[src/rtl/bpf_stage1.sv]
// Ingress stage of the bad-packet filter: registers the MAC RX stream into the
// data FIFO, garbages oversize tails, closes overflowed packets with a GARBAGE
// TLAST beat and emits one status byte per packet.
//
// state | meaning
// SYNC  | discarding until a TLAST beat (after reset, possibly mid-packet)
// IDLE  | between packets, next beat starts a packet
// PASS  | inside a packet, beats are forwarded
// DROP  | packet overflowed, discarding until its TLAST
// FLUSH | waiting to write the GARBAGE TLAST beat that closes a dropped packet
module bpf_stage1 #(
  parameter int DATA_WIDTH = 512,
  parameter int MAX_CYCLES = 150,
  parameter int CNT_WIDTH  = 32
) (
  input  logic                    clk,
  input  logic                    resetn,
  input  logic [DATA_WIDTH-1:0]   AXIS_RX_TDATA,
  input  logic [DATA_WIDTH/8-1:0] AXIS_RX_TKEEP,
  input  logic                    AXIS_RX_TVALID,
  input  logic                    AXIS_RX_TLAST,
  input  logic                    AXIS_RX_TUSER,
  output logic [DATA_WIDTH-1:0]   AXIS_TX_TDATA,
  output logic [DATA_WIDTH/8-1:0] AXIS_TX_TKEEP,
  output logic                    AXIS_TX_TVALID,
  output logic                    AXIS_TX_TLAST,
  output logic                    AXIS_TX_TUSER,
  input  logic                    AXIS_TX_TREADY,
  output logic [7:0]              AXIS_PS_TDATA,
  output logic                    AXIS_PS_TVALID,
  input  logic                    AXIS_PS_TREADY,
  output logic [CNT_WIDTH-1:0]    good_count,
  output logic [CNT_WIDTH-1:0]    bad_count,
  output logic                    ps_overflow
);

  localparam int KW = DATA_WIDTH / 8;
  localparam int NW = $clog2(MAX_CYCLES + 2);
  localparam logic [DATA_WIDTH-1:0] GARBAGE = {KW{8'hFE}};

  typedef enum logic [2:0] {SYNC, IDLE, PASS, DROP, FLUSH} state_t;

  state_t        state, state_d;
  logic [NW-1:0] n, n_d;
  logic          f_fcs, f_big, f_ovf, f_fcs_d, f_big_d, f_ovf_d;
  logic          cur_fcs, cur_big, cur_ovf;
  logic          pend, pend_last, pend_fcs, pend_d, pend_last_d, pend_fcs_d;
  logic          tx_load, tx_flush, issue;
  logic          can_acc, big_beat;
  logic          new_last_beat, nx_pend, nx_last, nx_fcs;
  logic [7:0]    status;

  assign can_acc  = ~AXIS_TX_TVALID | AXIS_TX_TREADY;
  assign big_beat = (n > NW'(MAX_CYCLES));

  // A packet that starts while FLUSH is still waiting is tracked here so it can
  // be dropped and marked overflowed once the flush beat goes out.
  assign new_last_beat = AXIS_RX_TVALID & AXIS_RX_TLAST & ~pend_last;
  assign nx_pend       = pend | AXIS_RX_TVALID;
  assign nx_last       = pend_last | new_last_beat;
  assign nx_fcs        = new_last_beat ? AXIS_RX_TUSER : pend_fcs;

  assign status = {4'b0, cur_ovf, cur_big, cur_fcs, cur_ovf | cur_big | cur_fcs};

  // State register
  always_ff @(posedge clk) begin
    if (!resetn) state <= SYNC;
    else         state <= state_d;
  end

  // Next-state decode
  always_comb begin
    state_d = state;
    case (state)
      SYNC:  if (AXIS_RX_TVALID && AXIS_RX_TLAST) state_d = IDLE;
      IDLE, PASS: begin
        if (AXIS_RX_TVALID) begin
          if (can_acc) state_d = AXIS_RX_TLAST ? IDLE : PASS;
          else         state_d = AXIS_RX_TLAST ? FLUSH : DROP;
        end
      end
      DROP:  if (AXIS_RX_TVALID && AXIS_RX_TLAST) state_d = FLUSH;
      FLUSH: begin
        if (can_acc) begin
          if (nx_pend) state_d = nx_last ? FLUSH : DROP;
          else         state_d = IDLE;
        end
      end
      default: state_d = SYNC;
    endcase
  end

  // Per-state actions: TX writes, status issue, flag and beat-count updates
  always_comb begin
    tx_load     = 1'b0;
    tx_flush    = 1'b0;
    issue       = 1'b0;
    cur_fcs     = f_fcs;
    cur_big     = f_big;
    cur_ovf     = f_ovf;
    f_fcs_d     = f_fcs;
    f_big_d     = f_big;
    f_ovf_d     = f_ovf;
    n_d         = n;
    pend_d      = pend;
    pend_last_d = pend_last;
    pend_fcs_d  = pend_fcs;
    case (state)
      IDLE, PASS: begin
        if (AXIS_RX_TVALID) begin
          if (can_acc) begin
            tx_load = 1'b1;
            cur_big = f_big | big_beat;
            if (AXIS_RX_TLAST) begin
              cur_fcs = AXIS_RX_TUSER;
              issue   = 1'b1;
              f_fcs_d = 1'b0;
              f_big_d = 1'b0;
              f_ovf_d = 1'b0;
              n_d     = NW'(1);
            end else begin
              f_big_d = cur_big;
              if (n <= NW'(MAX_CYCLES)) n_d = n + NW'(1);
            end
          end else begin
            f_ovf_d = 1'b1;
            if (AXIS_RX_TLAST) f_fcs_d = AXIS_RX_TUSER;
          end
        end
      end
      DROP: if (AXIS_RX_TVALID && AXIS_RX_TLAST) f_fcs_d = AXIS_RX_TUSER;
      FLUSH: begin
        pend_d      = nx_pend;
        pend_last_d = nx_last;
        pend_fcs_d  = nx_fcs;
        if (can_acc) begin
          tx_flush    = 1'b1;
          issue       = 1'b1;
          n_d         = NW'(1);
          pend_d      = 1'b0;
          pend_last_d = 1'b0;
          pend_fcs_d  = 1'b0;
          f_ovf_d     = nx_pend;
          f_big_d     = 1'b0;
          f_fcs_d     = nx_pend & nx_last & nx_fcs;
        end
      end
      default: ;
    endcase
  end

  // Packet bookkeeping registers
  always_ff @(posedge clk) begin
    if (!resetn) begin
      n         <= NW'(1);
      f_fcs     <= 1'b0;
      f_big     <= 1'b0;
      f_ovf     <= 1'b0;
      pend      <= 1'b0;
      pend_last <= 1'b0;
      pend_fcs  <= 1'b0;
    end else begin
      n         <= n_d;
      f_fcs     <= f_fcs_d;
      f_big     <= f_big_d;
      f_ovf     <= f_ovf_d;
      pend      <= pend_d;
      pend_last <= pend_last_d;
      pend_fcs  <= pend_fcs_d;
    end
  end

  // Single TX output register
  always_ff @(posedge clk) begin
    if (!resetn) begin
      AXIS_TX_TDATA  <= '0;
      AXIS_TX_TKEEP  <= '0;
      AXIS_TX_TVALID <= 1'b0;
      AXIS_TX_TLAST  <= 1'b0;
      AXIS_TX_TUSER  <= 1'b0;
    end else if (tx_load) begin
      AXIS_TX_TDATA  <= cur_big ? GARBAGE : AXIS_RX_TDATA;
      AXIS_TX_TKEEP  <= AXIS_RX_TKEEP;
      AXIS_TX_TVALID <= 1'b1;
      AXIS_TX_TLAST  <= AXIS_RX_TLAST;
      AXIS_TX_TUSER  <= AXIS_RX_TLAST & status[0];
    end else if (tx_flush) begin
      AXIS_TX_TDATA  <= GARBAGE;
      AXIS_TX_TKEEP  <= '1;
      AXIS_TX_TVALID <= 1'b1;
      AXIS_TX_TLAST  <= 1'b1;
      AXIS_TX_TUSER  <= status[0];
    end else if (AXIS_TX_TREADY) begin
      AXIS_TX_TVALID <= 1'b0;
    end
  end

  // Status register and statistics; a still-pending byte makes the new one lost
  always_ff @(posedge clk) begin
    if (!resetn) begin
      AXIS_PS_TDATA  <= 8'h00;
      AXIS_PS_TVALID <= 1'b0;
      ps_overflow    <= 1'b0;
      good_count     <= '0;
      bad_count      <= '0;
    end else begin
      if (issue) begin
        if (AXIS_PS_TVALID && !AXIS_PS_TREADY) begin
          ps_overflow <= 1'b1;
        end else begin
          AXIS_PS_TDATA  <= status;
          AXIS_PS_TVALID <= 1'b1;
        end
        if (status[0]) bad_count  <= bad_count + CNT_WIDTH'(1);
        else           good_count <= good_count + CNT_WIDTH'(1);
      end else if (AXIS_PS_TREADY) begin
        AXIS_PS_TVALID <= 1'b0;
      end
    end
  end

endmodule

[config.mk]
export PLATFORM = sky130hd
export DESIGN_NAME = bpf_stage1
export DESIGN_NICKNAME = d
export VERILOG_FILES = /design/src/rtl/bpf_stage1.sv
export SDC_FILE = /design/constraint.sdc
export NUM_CORES = 1
export LEC_CHECK = 0
export ABC_AREA = 1
export BUFFER_PORTS_ARGS = -buffer_cell sky130_fd_sc_hd__buf_2
export CAP_MARGIN = 10
export CORE_AREA = 2 2 485 487
export CTS_CLUSTER_DIAMETER = 80
export DETAILED_ROUTE_END_ITERATION = 10
export DIE_AREA = 0 0 487 489
export PLACE_DENSITY = 0.3
export SLEW_MARGIN = 20
export SYNTH_ARGS = -nofsm -noshare
export SYNTH_HDL_FRONTEND = slang
export SYNTH_SLANG_ARGS = --single-unit
[constraint.sdc]
create_clock -name clk -period 2.7 [get_ports clk]
set_clock_uncertainty 0.1 [all_clocks]
set_input_delay 0.135 -clock clk [delete_from_list [all_inputs] [get_ports clk]]
set_output_delay 0.135 -clock clk [all_outputs]
set_load 0.05 [all_outputs]
* Word level (Yosys, flattened, before mapping) *
Cells that the tools add are included.

operators by class
  add/sub/neg operators = 3
  $lt $le $gt $ge = 2
  equality and inequality tests = 12
  multiplexer cells = 65
  bitwise gates (word level) = 15
  reductions and logical operators = 20

operators with widths
  kind                                                             count
  512-bit two-way mux                                              3
  64-bit two-way mux                                               2
  32-bit by 1-bit adder with 32-bit output, second input constant  2
  1-bit two-way mux                                                40
  8-bit two-way mux                                                5
  3-bit two-way mux                                                8
  8-bit case mux with 2 select lines                               1
  2-bit inequality test, second input constant                     6
  3-bit case mux with 4 select lines                               1
  4-bit AND reduction                                              3
  2-bit AND reduction                                              5
  5-bit AND reduction                                              2
  8-bit by 1-bit adder with 8-bit output, second input constant    1
  8-bit > comparator, second input constant                        1
  8-bit less-or-equal comparator, second input constant            1
  3-bit by 2-bit == test with 1-bit output, second input constant  2
  3-bit inequality test, second input constant                     2
  1-bit bitwise OR                                                 6
  1-bit case mux with 2 select lines                               3
  2-bit nonzero test                                               3
  3-bit nonzero test                                               2
  1-bit bitwise AND                                                5
  1-bit inverter                                                   4
  3-bit by 1-bit == test with 1-bit output, second input constant  1
  other kinds (7)                                                  8

storage, ports and cells
  register bits = 666
  input port bits = 583
  logic and storage cells = 135

* Longest topological paths before layout *
Gate-level depths: netlist of the first run.

  word-level depth = 9
  mapped depth = 13
  mapped depth without buffers = 13

* Worst setup path after synthesis of the first run *
Ideal clock, no wire load.

  kind = flip-flop to flip-flop
  start point = reg bad_count[0]
  end point = reg bad_count[10]
  library setup time = 0.070 ns
  data arrival time = 1.959 ns
  required time = 2.530 ns
  setup slack = 0.570 ns
  cell stages (with the launch flop) = 9
  clock period less this slack = 2.130 ns
  cells stage by stage = dfxtp_1 ha_1 nand3_1 inv_1 nand2_1 nor2_1 xor2_1 nand3_1 a21oi_1

between the ends
  word-level cells in the longest chain between the ends = 1

RTL lines
  what                                      line  text
  start, declared                           33    output logic [CNT_WIDTH-1:0] bad_count,
  start signal, assigned                    214   if (status[0]) bad_count <= bad_count + CNT_WIDTH'(1);
  32-bit by 1-bit adder with 32-bit output  214

Every way passes these cells.
A chain may end at the register's enable or synchronous reset.

* Worst setup path in the final report of the first run *
  start point = reg n[0]
  end point = reg AXIS_TX_TDATA[231]

between the ends
  word-level cells in the longest chain between the ends = 7

RTL lines
  what                    line  text
  start, declared         44    logic [NW-1:0] n, n_d;
  start signal, assigned  163   n <= n_d;
  8-bit > comparator      54    assign big_beat = (n > NW'(MAX_CYCLES));
  1-bit bitwise OR        113   cur_big = f_big | big_beat;
  1-bit two-way mux       111   if (can_acc) begin
  1-bit two-way mux       110   if (AXIS_RX_TVALID) begin
  1-bit two-way mux       108   case (state)
  512-bit two-way mux     182   AXIS_TX_TDATA <= cur_big ? GARBAGE : AXIS_RX_TDATA;
  512-bit two-way mux     181   end else if (tx_load) begin
  end signal, assigned    182
  end, declared           23    output logic [DATA_WIDTH-1:0] AXIS_TX_TDATA,

Every way passes these cells.

==> metrics.yaml, run 1 <==
status:
  status: "completed"
die:
  initial_utilization: 0.115
  die_w_um: 487
  die_area_sq_mm: 0.238
  rows: 178
  coreArea_sq_mm: 0.234
  ioPinCount: 1236
  die_h_um: 489
worst_setup_path:
  r2r_start: "n[0]$_SDFFE_PN1P_"
  worstPathArrival_ns: 3.05
  endpoint_kind: "flop"
  crit_family: "buffers and inverters"
  reg2reg_depth: 13
  timing.rr.end: "AXIS_TX_TDATA[231]$_SDFFE_PN0P_"
  required_ns: 3.22
  critPathMaxFanout: 43
  path_common_cell: "inv_1"
  cp-start-kind: "flop"
  cp.depth: 13
  rrSetupSlack_ns: 0.17
  cpPeakStageDelay_ns: 0.57
  critical_path.cell_chain: "inv_1, ha_1, inv_1, nor2_1, nand2_1, nand2_2, nand2_2, nor2_4, buf_12, clkinv_16, o21bai_1, dlygate4sd3_1, inv_1"
  path_class: "flop to flop"
  critPathBufInv: 6
  critPathSlowestCell: "dlygate4sd3_1"
detailed_routing:
  drc: 0
  viasPerCell: 3.60
  wl_um: 174000
  dr.pass1.iters: 6
  drt_iter0_drc: 1396
  wl_per_cell_um: 20.7
  ant_nets: 0
  vias: 30300
global_route:
  grt_pass1_vias: 30600
  antenna_found_initial: 75
  grt.overflow.total: 0
  grt_pass1_wl_um: 239000
  grtUsageTotal: 0.140
  grt_max_degree: 112
timing:
  max_freq_mhz: 396
  period_needed_ns: 2.53
  relSlewSlack: 0.528
  finalHoldViolCount: 0
  final.period_utilization: 0.936
  worst_pin_slew_ns: 0.708
  setup_viol: 0
  slew_viol_final: 0
  hold-worst-slack_ns: 0.0864
  rsz0062_at_grt: "no"
  fin_setup_tns_ns: 0
logic_synthesis:
  synth.distinct_cells: 35
  yosys_warnings: 0
  synth_top_area_frac: 0.495
  synthTopCellsByArea: "dfxtp_1, o21bai_1, inv_1, o21ai_0, nand2_1"
  syn_area_per_cell_sq_um: 8.19
  synth_edf_count: 0
  synthesis.area_sq_mm: 0.0270
  synth-seq-area-share: 0.495
  yosys.area.top_type: "dfxtp_1"
  synthArstFlopShare: 0
  ys_ff_latch: 666
  yosys_most_used_dff: "dfxtp_1"
  synth_cells: 3290
layout:
  fill_cells: 26300
  most-common-layout-cells: "buf_2, dlygate4sd3_1, dfxtp_1"
  area_delta_synth_final_pct: 77.9
  final_common_cell: "buf_2"
  nets: 5850
  drive_gt1_frac: 0.291
worst_hold_path:
  min_path_type: "input port to flop"
  min_from: "AXIS_RX_TDATA[76]"
  min_path_cells: 4
  min_to: "AXIS_TX_TDATA[76]$_SDFFE_PN0P_"
power:
  clkPwrFrac: 0.341
  power_density_mw_per_mm2: 796
  power_switching_share: 0.409
  leakagePower_nw: 23.6
  ir_drop_mv: 0.514
  total_power_w: 0.0382
  comb_power_share: 0.341
  internal_power_w: 0.0226
  p_switching_w: 0.0156
  power_frac_seq: 0.318
cts:
  clkSlewWorstSetupHoldPaths_ns: 0.06
  clock_latency_ns: 0.72
  root_buffer: "clkbuf_16"
  h-tree-depth: 3
  cts.sinks: 666
  cts_tree: "yes"
  cts_inserted_buffers: 98
  cts_buffer_depth: 3
job:
  drv_cap: 0
placed_design:
  gp_congestion: 0.857
  numPortBuffers: 1231
  hpwlAfterDp_um: 137000
## synth_stat cells, types with 3 or more instances
cell and n:
buf_1 3, clkbuf_1 86, ha_1 8, nor2_1 126
xnor2_1 12, nand4_1 17, buf_6 15, a21oi_1 144
nand2_4 4, nand3b_1 29, o21ai_0 373, nor2_4 4
o21bai_1 449, nor3_1 3, nand3_1 70, o21ai_1 100
nand2_2 5, inv_2 5, nand2_1 465, o221a_2 64
inv_1 502, xor2_1 11, dfxtp_1 666, buf_2 110
buf_4 9
## worst reg2reg max path, delay by kind of cell, from the launching register on
kind                       cells  cell delay, ns
AOI/OAI and AO/OA              1            0.36
and+or+nand+nor                5            0.50
DFF                            1            0.35
buffers and inverters          6            1.01
adders and majority gates      1            0.14
## worst max path at each step
stage	startpoint	endpoint	slack, ns
after floorplan	bad_count[0]$_SDFFE_PN0P_	bad_count[10]$_SDFFE_PN0P_	0.57
after CTS	n[0]$_SDFFE_PN1P_	AXIS_TX_TDATA[231]$_SDFFE_PN0P_	0.04
after detailed placement	state[0]$_SDFFE_PN0P_	AXIS_TX_TDATA[420]$_SDFFE_PN0P_	0.16
after global placement	state[0]$_SDFFE_PN0P_	AXIS_TX_TDATA[437]$_SDFFE_PN0P_	0.24
after global routing	n[0]$_SDFFE_PN1P_	AXIS_TX_TDATA[231]$_SDFFE_PN0P_	0.003
final	n[0]$_SDFFE_PN1P_	AXIS_TX_TDATA[231]$_SDFFE_PN0P_	0.17
## cells by family after synthesis
group                      synth area share
AOI/OAI and AO/OA                     0.268
xor gates and xnor gates            0.00747
adders and majority gates           0.00371
buffers and inverters                 0.112
DFF                                   0.495
other                              0.000139
and+or+nand+nor                       0.114
## repair_timing
item                       CTS  global route
setup buffers                0             7
hold buffers               776             0
setup endpoints to repair    0             6
hold endpoints to repair   596             0
gates resized for setup      0             6
## registers in the layout, indices dropped and copies added (netlist names), 3 cells and up
| signal | count |
|---|---|
| AXIS_TX_TDATA | 512 |
| bad_count | 32 |
| AXIS_PS_TDATA | 4 |
| AXIS_TX_TKEEP | 64 |
| n | 8 |
| good_count | 32 |
| state | 3 |
## metrics by stage
step,worst slack (ns),instance area [sq um],utilization,std cells
finish,0.173,47900,0.205,8431
global route,0.00339,47900,0.205,8412
floorplan,0.570,27000,-,3293
detailed placement,0.160,36800,0.157,7437
CTS,0.0427,47800,0.204,8382
global placement,0.237,36800,0.157,7437
## per-layer routing
| metal | routed length [um] | track usage |
|---|---|---|
| met2 | 79500 | 0.227 |
| met5 | 249 | 0 |
| met4 | 5130 | 0.0424 |
| met1 | 70300 | 0.162 |
| met3 | 19300 | 0.0690 |
## layout make-up
type	count	area [sq um]	area share
Tap cell	3060	3830	0.0799
Timing Repair Buffer	2089	14900	0.311
Clock inverter	31	384	0.00801
Sequential cell	666	13300	0.278
Antenna cell	43	108	0.00224
Multi-Input combinational cell	1897	10600	0.222
Clock buffer	138	2810	0.0587
Inverter	507	1930	0.0403
## power by group through the flow
stage,clock network [W],registers (W),logic (W)
final,0.0130,0.0121,0.0130
after global routing,0.0139,0.0123,0.0139
after CTS,0.0136,0.0121,0.0132
after detailed placement,0,0.0123,0.0122
after global placement,0,0.0123,0.0122
after floorplan,0,0.0169,0.00313
Note: power is estimated with default switching activity, not from simulation.
==> inputs of run 2 (changes only) <==
==> constraint.sdc (replaced) <==
create_clock -name clk -period 2.7 [get_ports clk]
set_clock_uncertainty 0.1 [all_clocks]
set_input_delay 0.54 -clock clk [delete_from_list [all_inputs] [get_ports clk]]
set_output_delay 0.54 -clock clk [all_outputs]
set_load 0.05 [all_outputs]
==> run 2 against run 1 <==
Non-clock buffer count decreased by 184; critical path type unchanged; sequential share of layout area grew 0.88 points; critical path depth decreased by 1; largest power group is now clock; clock-buffer cell count grew 7; critical endpoint is now AXIS_TX_TDATA[286]$_SDFFE_PN0P_; first-iteration DRC count up 1.5%; via count decreased by 2.3%; die area unchanged; fmax is 5.5% higher; wire length down 1.0%.
==> metrics.yaml, run 2 (same netlist as run 1, synthesis figures left out) <==
layout:
  fill_cells: 26300  # +0.019%
  largest_register_ffs: 512  # unchanged
  final_common_cell: "buf_2"
  nets: 5670  # -3.1%
  most-common-layout-cells: "buf_2, dfxtp_1, dlygate4sd3_1"
  area_delta_synth_final_pct: 72.4
  top_register: "AXIS_TX_TDATA"
  fin_area_sq_mm: 0.0465  # -3.1%
  top_regs: "AXIS_TX_TDATA: 512 flops, AXIS_TX_TKEEP: 64 flops"
  drive_gt1_frac: 0.307  # +0.0159
global_route:
  busiest_layer: "met2"
  grt_pass1_wl_um: 238000  # -0.51%
  grt.overflow.total: 0  # unchanged
  gr-usage-met3: 0.0568  # -0.0122
  antenna_found_initial: 76  # +1.3%
  grt_max_degree: 74  # -34%
  grtUsageTotal: 0.139  # -0.00120
  met1_usage: 0.169  # +0.00707
  grt_pass1_vias: 29700  # -2.8%
  globalRouteMet2Util: 0.227  # -0.000309
power:
  power_frac_seq: 0.313  # -0.005
  internal_power_w: 0.0231  # +2.4%
  ir_drop_mv: 0.640  # +24%
  power_density_mw_per_mm2: 838  # +5.3%
  comb_power_share: 0.329  # -0.012
  leakagePower_nw: 23.0  # -2.5%
  p_switching_w: 0.0158  # +1.6%
  power_switching_share: 0.407  # -0.00191
  clkPwrFrac: 0.359  # +0.018
worst_setup_path:
  r2r_start: "n[0]$_SDFFE_PN1P_"
  endpoint_kind: "flop"
  cp-start-kind: "flop"
  rrSetupSlack_ns: 0.31  # +0.13 ns
  required_ns: 3.20  # -0.02 ns
  timing.rr.end: "AXIS_TX_TDATA[286]$_SDFFE_PN0P_"
  reg2reg_depth: 12  # -1
  path_class: "flop to flop"
  critPathMaxFanout: 46  # +7.0%
  worstPathArrival_ns: 2.89  # -0.16 ns
die:
  die_h_um: 489  # unchanged
  die_w_um: 487  # unchanged
  initial_utilization: 0.115  # unchanged
  rows: 178  # unchanged
  coreArea_sq_mm: 0.234  # unchanged
  ioPinCount: 1236  # unchanged
  die_area_sq_mm: 0.238  # unchanged
timing:
  finalHoldViolCount: 0  # unchanged
  period_needed_ns: 2.39  # -0.133 ns
  slew_viol_final: 0  # unchanged
  relSlewSlack: 0.520  # -0.00820
  hold-worst-slack_ns: 0.161  # +0.0744 ns
  worst_pin_slew_ns: 0.720  # +0.0123 ns
  fin_setup_tns_ns: 0  # unchanged
  max_freq_mhz: 418  # +5.5%
  rsz0062_at_grt: "no"
  setup_viol: 0  # unchanged
  final.period_utilization: 0.887  # -0.0492
detailed_routing:
  drc: 0  # unchanged
  vias: 29600  # -2.3%
  dr.pass1.iters: 5  # -1
  wl_per_cell_um: 20.9  # +1.1%
  ant_nets: 0  # unchanged
  wl_um: 173000  # -1.0%
  drt_iter0_drc: 1417  # +1.5%
  viasPerCell: 3.59  # -0.25%
cts:
  clkSlewWorstSetupHoldPaths_ns: 0.05  # about the same
  clock_latency_ns: 0.73  # about the same
  root_buffer: "clkbuf_16"
  cts_buffer_depth: 3  # unchanged
  h-tree-depth: 3  # unchanged
  cts.sinks: 666  # unchanged
  cts_tree: "yes"
  cts_inserted_buffers: 102  # +4.1%
  post_cts_resized: 0  # unchanged
worst_hold_path:
  min_from: "AXIS_RX_TUSER"
  min_path_cells: 4  # unchanged
  min_to: "f_fcs$_SDFFE_PN0P_"
  min_path_type: "input port to flop"
job:
  drv_cap: 0  # unchanged
placed_design:
  place_area_sq_mm: 0.0371  # +0.81%
  numPortBuffers: 1231  # unchanged
  gp_congestion: 0.840  # -2.0%
  hpwlAfterDp_um: 137000  # +0.28%
status:
  status: "completed"
[run 2: worst max-delay path by stage]
stage / from / depth (start not counted) / to / slack, ns
finish: n[0]$_SDFFE_PN1P_ / 12 / AXIS_TX_TDATA[286]$_SDFFE_PN0P_ / 0.31
global route: n[0]$_SDFFE_PN1P_ / 12 / AXIS_TX_TDATA[273]$_SDFFE_PN0P_ / 0.04
detailed placement: AXIS_TX_TREADY / 9 / AXIS_TX_TDATA[286]$_SDFFE_PN0P_ / 0.18
global placement: AXIS_TX_TREADY / 9 / AXIS_TX_TDATA[286]$_SDFFE_PN0P_ / 0.15
floorplan: bad_count[0]$_SDFFE_PN0P_ / 8 / bad_count[10]$_SDFFE_PN0P_ / 0.57
CTS: n[0]$_SDFFE_PN1P_ / 12 / AXIS_TX_TDATA[286]$_SDFFE_PN0P_ / 0.24
[run 2: power by group through the flow]
stage               sequential, W  clock, W  combinational (W)
finish                     0.0122    0.0140             0.0128
global route               0.0123    0.0149             0.0136
CTS                        0.0122    0.0145             0.0130
detailed placement         0.0124         0             0.0122
global placement           0.0124         0             0.0122
floorplan                  0.0169         0            0.00313
[run 2: area by class of cell]
class                   instances  area (sq um)  area share
flip-flops and latches        666         13300       0.287
multi-input cells            1897         10600       0.229
well taps                    3060          3830      0.0824
diodes                         33          82.6     0.00178
repair buffers               1905         13100       0.283
clock buffers                 145          2930      0.0631
inverters                     507          1910      0.0412
clock inverters                46           599      0.0129
[run 2: per-stage QoR]
| step | cells | worst slack [ns] | total power (W) | utilization |
|---|---|---|---|---|
| final | 8259 | 0.306 | 0.0389 | 0.199 |
| after global routing | 8247 | 0.0414 | 0.0409 | 0.199 |
| after CTS | 8226 | 0.235 | 0.0398 | 0.199 |
| after detailed placement | 7460 | 0.177 | 0.0246 | 0.159 |
| after global placement | 7460 | 0.146 | 0.0246 | 0.159 |
| after floorplan | 3293 | 0.570 | 0.0201 | - |
[run 2: critical path: stages (launching register included)]
cell,delay [ns]
dfxtp_1,0.36
inv_1,0.10
ha_1,0.14
inv_1,0.04
nor2_1,0.11
nand2_1,0.06
nand2_1,0.14
nand2_1,0.17
nor2_4,0.25
inv_8,0.22
buf_12,0.30
o21bai_1,0.15
inv_1,0.05
[run 2: repair_timing]
item / CTS / global route
hold endpoints to repair: 575 / 0
hold buffers: 575 / 0
endpoints found under the setup margin: 0 / 0
setup buffers: 0 / 0
[run 2: metal layers]
metal / routed length [um] / vias up
met5: 197 / -
met4: 4290 / 36
met3: 16400 / 240
met2: 79100 / 1101
met1: 72700 / 13800
li1: - / 14400
